**config.mk**
```make
export PLATFORM = sky130hd
export DESIGN_NAME = fir_filt_tdm
export DESIGN_NICKNAME = d
export VERILOG_FILES = /design/src/rtl/fir_filt_tdm.sv
export SDC_FILE = /design/constraint.sdc
export NUM_CORES = 2
export LEC_CHECK = 0
export ABC_AREA = 1
export CAP_MARGIN = 20
export CORE_UTILIZATION = 59
export CTS_CLUSTER_SIZE = 14
export DETAILED_ROUTE_END_ITERATION = 6
export PLACE_DENSITY = 0.76
export SLEW_MARGIN = 20
export SYNTH_ARGS = -nofsm -noshare
export SYNTH_HDL_FRONTEND = slang
export SYNTH_SLANG_ARGS = --single-unit
```
**constraint.sdc**
```tcl
create_clock -name clk -period 7.35 [get_ports clk]
set_clock_uncertainty 0.15 [all_clocks]
set_input_delay 1.8375 -clock clk [delete_from_list [all_inputs] [get_ports clk]]
set_output_delay 1.8375 -clock clk [all_outputs]
set_load 0.05 [all_outputs]
```
**src/rtl/fir_filt_tdm.sv**
```systemverilog
// Time-multiplexed FIR: CH channels share one coefficient set; one tap per cycle.
// Result TAPS+2 cycles after accept; in_ready low while busy. FIR_SAT_EN enables output clamping.
`timescale 1ns/1ps
module fir_filt_tdm #(
    parameter int SIG_W   = 12,
    parameter int COEF_W  = 18,
    parameter int TAPS    = 16,
    parameter int CH      = 2,
    parameter int ACC_W   = 40,
    parameter int SHIFT_W = 6
) (
    input  logic                      clk,
    input  logic                      rst_n,
    input  logic                      flush,
    input  logic                      coef_wr,
    input  logic [$clog2(TAPS)-1:0]   coef_addr,
    input  logic [COEF_W-1:0]         coef_wdata,
    output logic                      coef_ack,
    output logic [COEF_W-1:0]         coef_rdata,
    input  logic                      shift_wr,
    input  logic [SHIFT_W-1:0]        shift_in,
    output logic [SHIFT_W-1:0]        shift_val,
    input  logic                      in_valid,
    input  logic [CH*SIG_W-1:0]       in_data,
    output logic                      in_ready,
    output logic                      out_valid,
    output logic [CH*SIG_W-1:0]       out_data,
    output logic                      overrun
);
    localparam int AW = $clog2(TAPS);
    localparam int PW = SIG_W + COEF_W;
    localparam logic signed [COEF_W-1:0] COEF_MAX = {1'b0, {(COEF_W-1){1'b1}}};

    generate
        if (ACC_W < SIG_W + COEF_W + $clog2(TAPS)) begin : g_acc_chk
            $fatal(1, "fir_filt_tdm: ACC_W too narrow for SIG_W+COEF_W+clog2(TAPS)");
        end
    endgenerate

    typedef enum logic [1:0] {IDLE, MAC, OUT} state_t;
    state_t state_q, state_d;

    logic [AW-1:0]              k_q;
    logic signed [SIG_W-1:0]    dly_q [CH][TAPS];
    logic signed [COEF_W-1:0]   coef_q [TAPS];
    logic signed [ACC_W-1:0]    acc_q [CH];
    logic signed [PW-1:0]       prod [CH];
    logic [SHIFT_W-1:0]         shift_q, shift_lat_q;
    logic [COEF_W-1:0]          coef_rdata_q;
    logic                       coef_ack_q, out_valid_q, overrun_q;
    logic [CH*SIG_W-1:0]        out_data_q, res_d;
    logic                       accept, coef_take;

    // The ack cycle blocks re-acceptance while the requester is still holding coef_wr.
    assign accept    = in_valid && (state_q == IDLE) && !flush;
    assign coef_take = coef_wr && (state_q == IDLE) && !coef_ack_q;

    function automatic logic signed [ACC_W-1:0] ashr(input logic signed [ACC_W-1:0] a,
                                                     input logic [SHIFT_W-1:0] s);
        if (int'(s) >= ACC_W) return {ACC_W{a[ACC_W-1]}};
        return a >>> s;
    endfunction

    always_comb begin
        state_d = state_q;
        case (state_q)
            IDLE:    if (accept) state_d = MAC;
            MAC:     if (k_q == AW'(TAPS - 1)) state_d = OUT;
            OUT:     state_d = IDLE;
            default: state_d = IDLE;
        endcase
        if (flush) state_d = IDLE;
    end

    always_ff @(posedge clk or negedge rst_n) begin
        if (!rst_n) state_q <= IDLE;
        else        state_q <= state_d;
    end

    always_comb begin
        for (int c = 0; c < CH; c++) begin
            prod[c] = PW'(dly_q[c][k_q]) * PW'(coef_q[k_q]);
        end
    end

`ifdef FIR_SAT_EN
    logic signed [ACC_W-1:0] sh;
`endif

    always_comb begin
        res_d = '0;
`ifdef FIR_SAT_EN
        sh = '0;
`endif
        for (int c = 0; c < CH; c++) begin
`ifdef FIR_SAT_EN
            sh = ashr(acc_q[c], shift_lat_q);
            if ((&sh[ACC_W-1:SIG_W-1]) || !(|sh[ACC_W-1:SIG_W-1]))
                res_d[c*SIG_W +: SIG_W] = sh[SIG_W-1:0];
            else
                res_d[c*SIG_W +: SIG_W] = sh[ACC_W-1] ? {1'b1, {(SIG_W-1){1'b0}}}
                                                      : {1'b0, {(SIG_W-1){1'b1}}};
`else
            res_d[c*SIG_W +: SIG_W] = SIG_W'(ashr(acc_q[c], shift_lat_q));
`endif
        end
    end

    always_ff @(posedge clk or negedge rst_n) begin
        if (!rst_n) begin
            k_q          <= '0;
            shift_q      <= SHIFT_W'(COEF_W - 1);
            shift_lat_q  <= '0;
            coef_rdata_q <= '0;
            coef_ack_q   <= 1'b0;
            out_valid_q  <= 1'b0;
            overrun_q    <= 1'b0;
            out_data_q   <= '0;
            for (int t = 0; t < TAPS; t++) coef_q[t] <= '0;
            coef_q[0] <= COEF_MAX;
            for (int c = 0; c < CH; c++) begin
                acc_q[c] <= '0;
                for (int t = 0; t < TAPS; t++) dly_q[c][t] <= '0;
            end
        end else begin
            if (shift_wr) shift_q <= shift_in;
            if (coef_take) coef_q[coef_addr] <= coef_wdata;
            coef_ack_q   <= coef_take;
            coef_rdata_q <= coef_q[coef_addr];

            if (flush) begin
                k_q         <= '0;
                out_valid_q <= 1'b0;
                overrun_q   <= 1'b0;
                out_data_q  <= '0;
                for (int c = 0; c < CH; c++) begin
                    acc_q[c] <= '0;
                    for (int t = 0; t < TAPS; t++) dly_q[c][t] <= '0;
                end
            end else begin
                out_valid_q <= 1'b0;
                if (in_valid && state_q != IDLE) overrun_q <= 1'b1;
                case (state_q)
                    IDLE: if (in_valid) begin
                        k_q         <= '0;
                        shift_lat_q <= shift_q;
                        for (int c = 0; c < CH; c++) begin
                            acc_q[c] <= '0;
                            for (int t = TAPS - 1; t > 0; t--) dly_q[c][t] <= dly_q[c][t-1];
                            dly_q[c][0] <= in_data[c*SIG_W +: SIG_W];
                        end
                    end
                    MAC: begin
                        k_q <= k_q + 1'b1;
                        for (int c = 0; c < CH; c++) acc_q[c] <= acc_q[c] + ACC_W'(prod[c]);
                    end
                    OUT: begin
                        out_data_q  <= res_d;
                        out_valid_q <= 1'b1;
                    end
                    default: ;
                endcase
            end
        end
    end

    assign in_ready   = (state_q == IDLE);
    assign coef_ack   = coef_ack_q;
    assign coef_rdata = coef_rdata_q;
    assign shift_val  = shift_q;
    assign out_valid  = out_valid_q;
    assign out_data   = out_data_q;
    assign overrun    = overrun_q;
endmodule

```
Word-level counts from Yosys, hierarchy flattened
Cells that the tools add are included.
{"block": "totals", "register_bits": 815, "latchBits": 0, "ramBits": 0, "mem_bits_ro": 0, "elab_cells": 137, "memories": 0}
{"block": "op_classes", "addsub": 3, "n_mul": 2, "div_mod_pow": 0, "magnitude_cmp": 4, "n_eq_ne": 6, "shifts": 2, "muxes": 39, "n_bitwise": 3, "reduce_logical": 19}
{"operator": "2-to-1 mux 384 bit", "n": 3}
{"operator": "bitwise mux 288 bit", "n": 1}
{"operator": "2-to-1 mux 80 bit", "n": 2}
{"operator": "one-hot mux 80 bit (2 select lines)", "n": 1}
{"operator": "binary-select mux 18 bit (select 4 bit)", "n": 2}
{"operator": "binary-select mux 12 bit (select 4 bit)", "n": 2}
{"operator": "2-to-1 mux 12 bit", "n": 8}
{"operator": "2-to-1 mux 18 bit", "n": 5}
{"operator": "adder 40 x 30 -> 40 bit", "n": 2}
{"operator": ">>> shifter 40 x 6 -> 12 bit", "n": 2}
{"operator": "demux 18 bit (select 4 bit)", "n": 1}
{"operator": "multiplier 12 x 18 -> 30 bit", "n": 2}
{"operator": "2-to-1 mux 24 bit", "n": 2}
{"operator": "greater-or-equal comparator 5 bit (second input constant)", "n": 2}
{"operator": "NOT 4 -> 5 bit", "n": 2}
{"operator": "nonzero test 2 bit", "n": 5}
{"operator": "2-to-1 mux 4 bit", "n": 2}
{"operator": "one-hot mux 4 bit (2 select lines)", "n": 1}
{"operator": "greater-or-equal comparator 6 bit (second input constant)", "n": 1}
{"operator": "logical AND 1 bit", "n": 6}
{"operator": "2-to-1 mux 2 bit", "n": 3}
{"operator": "!= test 3 bit (second input constant)", "n": 2}
{"operator": "AND reduction 2 bit", "n": 3}
{"operator": "less-than comparator 5 x 1 -> 1 bit (second input constant)", "n": 1}
{"operator": "12 further kinds", "n": 17}

Depth between registers and ports, before layout
{"block": "logic_depth", "ltp_word": 8, "depth_mapped": 37, "ltp_nobuf": 34}

Least setup slack after synthesis
Ideal clock, no wire load.
{"block": "synth_path", "path_kind": "reg-to-reg", "from": "register k_q[0]", "to": "register acc_q[39] (netlist bit)", "setup_ns": 0.118, "t_arrival_ns": 6.288, "slack_ns": 0.794, "path_stages_with_launch": 29, "period_less_slack_ns": 6.556, "path_cell_list": "dfrtp_1 -> buf_6 -> inv_4 -> clkbuf_1 -> o21ai_0 -> o221ai_1 -> nand3_1 -> nand2_2 -> buf_4 -> nand2_1 -> fa_1 -> fa_1 -> fa_1 -> inv_1 -> fa_1 -> inv_1 -> fa_1 -> inv_1 -> ha_1 -> ha_1 -> nand2_1 -> nor2_1 -> nand3_1 -> nor2_1 -> nand4_1 -> nand3_1 -> nand2_1 -> nand3_1 -> nand2_1"}
{"block": "synth_between", "elab_chain_cells": 8}
{"item": "start: declaration", "line": "43", "rtl": "logic [AW-1:0] k_q;"}
{"item": "start signal: assignment", "line": "154", "rtl": "k_q <= k_q + 1'b1;"}
{"item": "NOT 4 -> 5 bit (implied by the code) (*)", "line": "82", "rtl": "prod[c] = PW'(dly_q[c][k_q]) * PW'(coef_q[k_q]);"}
{"item": "binary-select mux 12 bit (select 4 bit) / binary-select mux 18 bit (select 4 bit) (equally long branches)", "line": "82"}
{"item": "2-to-1 mux 12 bit (implied by the code) / 2-to-1 mux 18 bit (equally long branches) (2 in a row)", "line": "82"}
{"item": "multiplier 12 x 18 -> 30 bit (*)", "line": "82"}
{"item": "adder 40 x 30 -> 40 bit (*)", "line": "155", "rtl": "for (int c = 0; c < CH; c++) acc_q[c] <= acc_q[c] + ACC_W'(prod[c]);"}
{"item": "one-hot mux 80 bit (2 select lines) (*)", "line": "143", "rtl": "case (state_q)"}
{"item": "2-to-1 mux 80 bit (*)", "line": "131", "rtl": "if (flush) begin"}
{"item": "end signal: indexed assignment", "line": "122", "rtl": "acc_q[c] <= '0;"}
{"item": "end signal: indexed assignment", "line": "137", "rtl": "acc_q[c] <= '0;"}
{"item": "end signal: indexed assignment", "line": "148", "rtl": "acc_q[c] <= '0;"}
{"item": "end: declaration", "line": "46", "rtl": "logic signed [ACC_W-1:0] acc_q [CH];"}
Every way passes the cells marked *; elsewhere a longest branch is shown, timed or not. The select of a mux whose other input is x is not followed.
A chain may end at the register's enable or synchronous reset.

Final worst setup path
{"block": "layout_path", "from": "register k_q[0]", "to": "register acc_q[33] (netlist bit)"}
Same word-level chain as after synthesis.

==> reports/metrics.cfg <==
[route]
routedWlPerCell_um=19.7
ant_nets=0
drtIter0Drc=5941
vias=54700
viasPerCell=5.92
first_pass_iters=7
drt_wl_total_um=182000
drc=4

[setup_path]
cp_max_fo=63
path_buf_inv=5
cpLargestDelayFamily=adder cells
crit_arrival_ns=7.62
regToRegSetupSlack_ns=0.22
critPathSlowestCell=dfrtp_4
end_kind=flip-flop
path_common_cell=nand2_1
start_kind=flip-flop
worstSetupPathType=flip-flop to flip-flop
critical-path-max-stage-delay_ns=0.59
required_ns=7.84

[pwr]
p_per_area_nw_per_um2=419
leakagePower_nw=34.1
vdd_drop_max_mv=0.316

[layout]
area.growth.synth_to_final_pct=8.32
diodes=0
stdcell_count=9231
fin_nets=8560
layout-drive-gt1-share_pct=5.55
finalCoreUtilization_pct=64.6

[place]
post-place-cells=9054
portBuffers=109
routabilityCongestion=0.966
dp_hpwl_um=122000
preCtsSetupSlack_ns=0.200

[synthesis]
yosysMostFrequentCell=nand2_1
synthCells=7870
yosysWarningCount=0
syn-mean-instance-area_sq_um=8.00
synth_top_area_share_pct=31.6
synth_edf_count=0
ys_top_cells_by_area=dfrtp_1, fa_1, nand2_1
synth-seq-area-share_pct=32.4
synth_common_cells=nand2_1, inv_1, dfrtp_1
synthArstFlopShare_pct=100
netlist-cell-type-count=53
yosys.area.top_type=dfrtp_1
yosys_most_used_dff=dfrtp_1
ys_ff_latch=815
synth_fp_nets=8665
synth_area_sq_um=62900

[run_status]
status=finished with violations
violations=DRC

[die]
initial_core_util_pct=59.6
num_rows=119
fp.dieArea_sq_um=108000
core_sq_um=106000
ioPinCount=110
die_y_um=329
die_w_um=329

[hold_path]
hold_path.class=flip-flop to flip-flop

[sta]
max_freq_mhz=140
worst_pin_slew_ns=1.09
rsz0062_at_grt=yes
setup_viol=0
hold_viol_final=0
setup_ws_ns=0.219
relSlewSlack_pct=27.5
setup_tns_ns=0
min_period_ns=7.13
timing.final.crit_share_pct=97.0
drv_slew=0

[clock_network]
insertion_delay_ns=0.71
ctsHoldBuffers=0
cts_num_sinks=815
clockBufferDepth=3
htreeDepth=3
clk_pin_slew_ns=0.06
root_buffer=clkbuf_16
cts_inserted_buffers=90
cts_tree=done

[grt]
grt-ovfl-total=0
antenna_found_initial=1
grt_usage_pct=34.1
grt_pass1_vias=54400
grt_pass1_wl_um=294000
grt_max_degree=228

[flow_run]
max_cap_viol_count=0

metal layers:
metal	GRT usage, %	wire length [um]	vias up
met1	47.8	75900	26600
met4	12.3	6770	0
met5	0	0	-
li1	-	-	25100
met2	53.7	83500	2516
met3	5.48	15800	453
placed cells by master (no fill, tap or decap), drive strengths merged, types with 6 or more instances in the layout:
master         netlist  final
ha                 199    199
o211ai              23     23
or2                 16     16
buf                274    156
a211oi              19     19
nand3              451    451
inv               1365   1366
o21bai              21     21
o2111ai             31     31
a22oi              141    141
nand2             1801   1801
o21ai              730    730
o22ai              403    403
or3                 15     15
xnor2                7      7
clkbuf             190    132
clkinv               0     24
nand3b              12     12
a21oi              373    373
fa                 538    538
nor2               333    333
clkdlybuf4s50        0    108
nor3                11     11
o221ai              17     17
bufinv               0      9
dfrtp              796    796
nand4               44     44
dfstp               19     19
a21o                 6      6
worst paths after layout:
path / start / endpoint / depth (start not counted)
max in group asynchronous: rst_n / dly_q[377]$_DFFE_PN0P_ / 2
min in group asynchronous: rst_n / coef_q[193]$_DFFE_PN0P_ / 1
min: out_data[22]$_DFFE_PN0P_ / out_data[22]$_DFFE_PN0P_ / 2
max: k_q[0]$_DFFE_PN0P_ / acc_q[33]$_DFFE_PN0P_ / 26
min reg2reg: out_data[22]$_DFFE_PN0P_ / out_data[22]$_DFFE_PN0P_ / 2
max reg2reg: k_q[0]$_DFFE_PN0P_ / acc_q[33]$_DFFE_PN0P_ / 26
cell type report:
class                           instances  area, sq um
Clock buffer                          129         2580
Timing Repair Buffer                  267         2760
Fill cell                            8917        37400
Clock inverter                         38          559
Sequential cell                       815        20400
Tap cell                             1391         1740
Multi-Input combinational cell       5226        35000
Inverter                             1365         5140
kinds of logic (layout without fill, tap and decap cells):
group / after synthesis / in the layout / synth area share (%)
XOR/XNOR: 12 / 12 / 0.167
buffers and inverters: 1829 / 1799 / 12.3
flip-flops: 815 / 815 / 32.4
adder cells (fa/ha/maj): 737 / 737 / 21.1
AND/OR/NAND/NOR: 2692 / 2692 / 17.8
AO/OA/AOI/OAI: 1785 / 1785 / 16.3
flip-flops by register name (all words and copies together) (netlist names), 4 cells and up:
register     count
dly_q          384
coef_q         288
acc_q           80
out_data        24
coef_rdata      18
shift_lat_q      6
shift_val        6
k_q              4
stage by stage:
| step | cell area (sq um) | hold slack [ns] | power [mW] |
|---|---|---|---|
| after floorplan | 62900 | 0.299 | 18.6 |
| after global placement | 64800 | 0.316 | 23.0 |
| after detailed placement | 64800 | 0.317 | 23.4 |
| after CTS | 67900 | 0.333 | 28.4 |
| after global routing | 68200 | 0.355 | 31.2 |
| final | 68200 | 0.332 | 28.5 |
power breakdown:
group	leakage, nW	internal, mW	switching (mW)
combinational	21.6	6.49	11.7
clock	1.53	2.78	2.01
sequential	10.9	5.05	0.474
tightest hold or removal path, delay by kind of cell (launching register included):
kind	cells	cell delay (ns)
DFF	1	0.34
and+or+nand+nor	2	0.11
repair_timing:
action | 4_1_cts | 5_1_grt
endpoints found under the setup margin | 0 | 49
hold endpoints to repair | 0 | 0
buffers inserted | 0 | 7
gates resized for setup | 0 | 36
(Power assumes the default switching activity.)
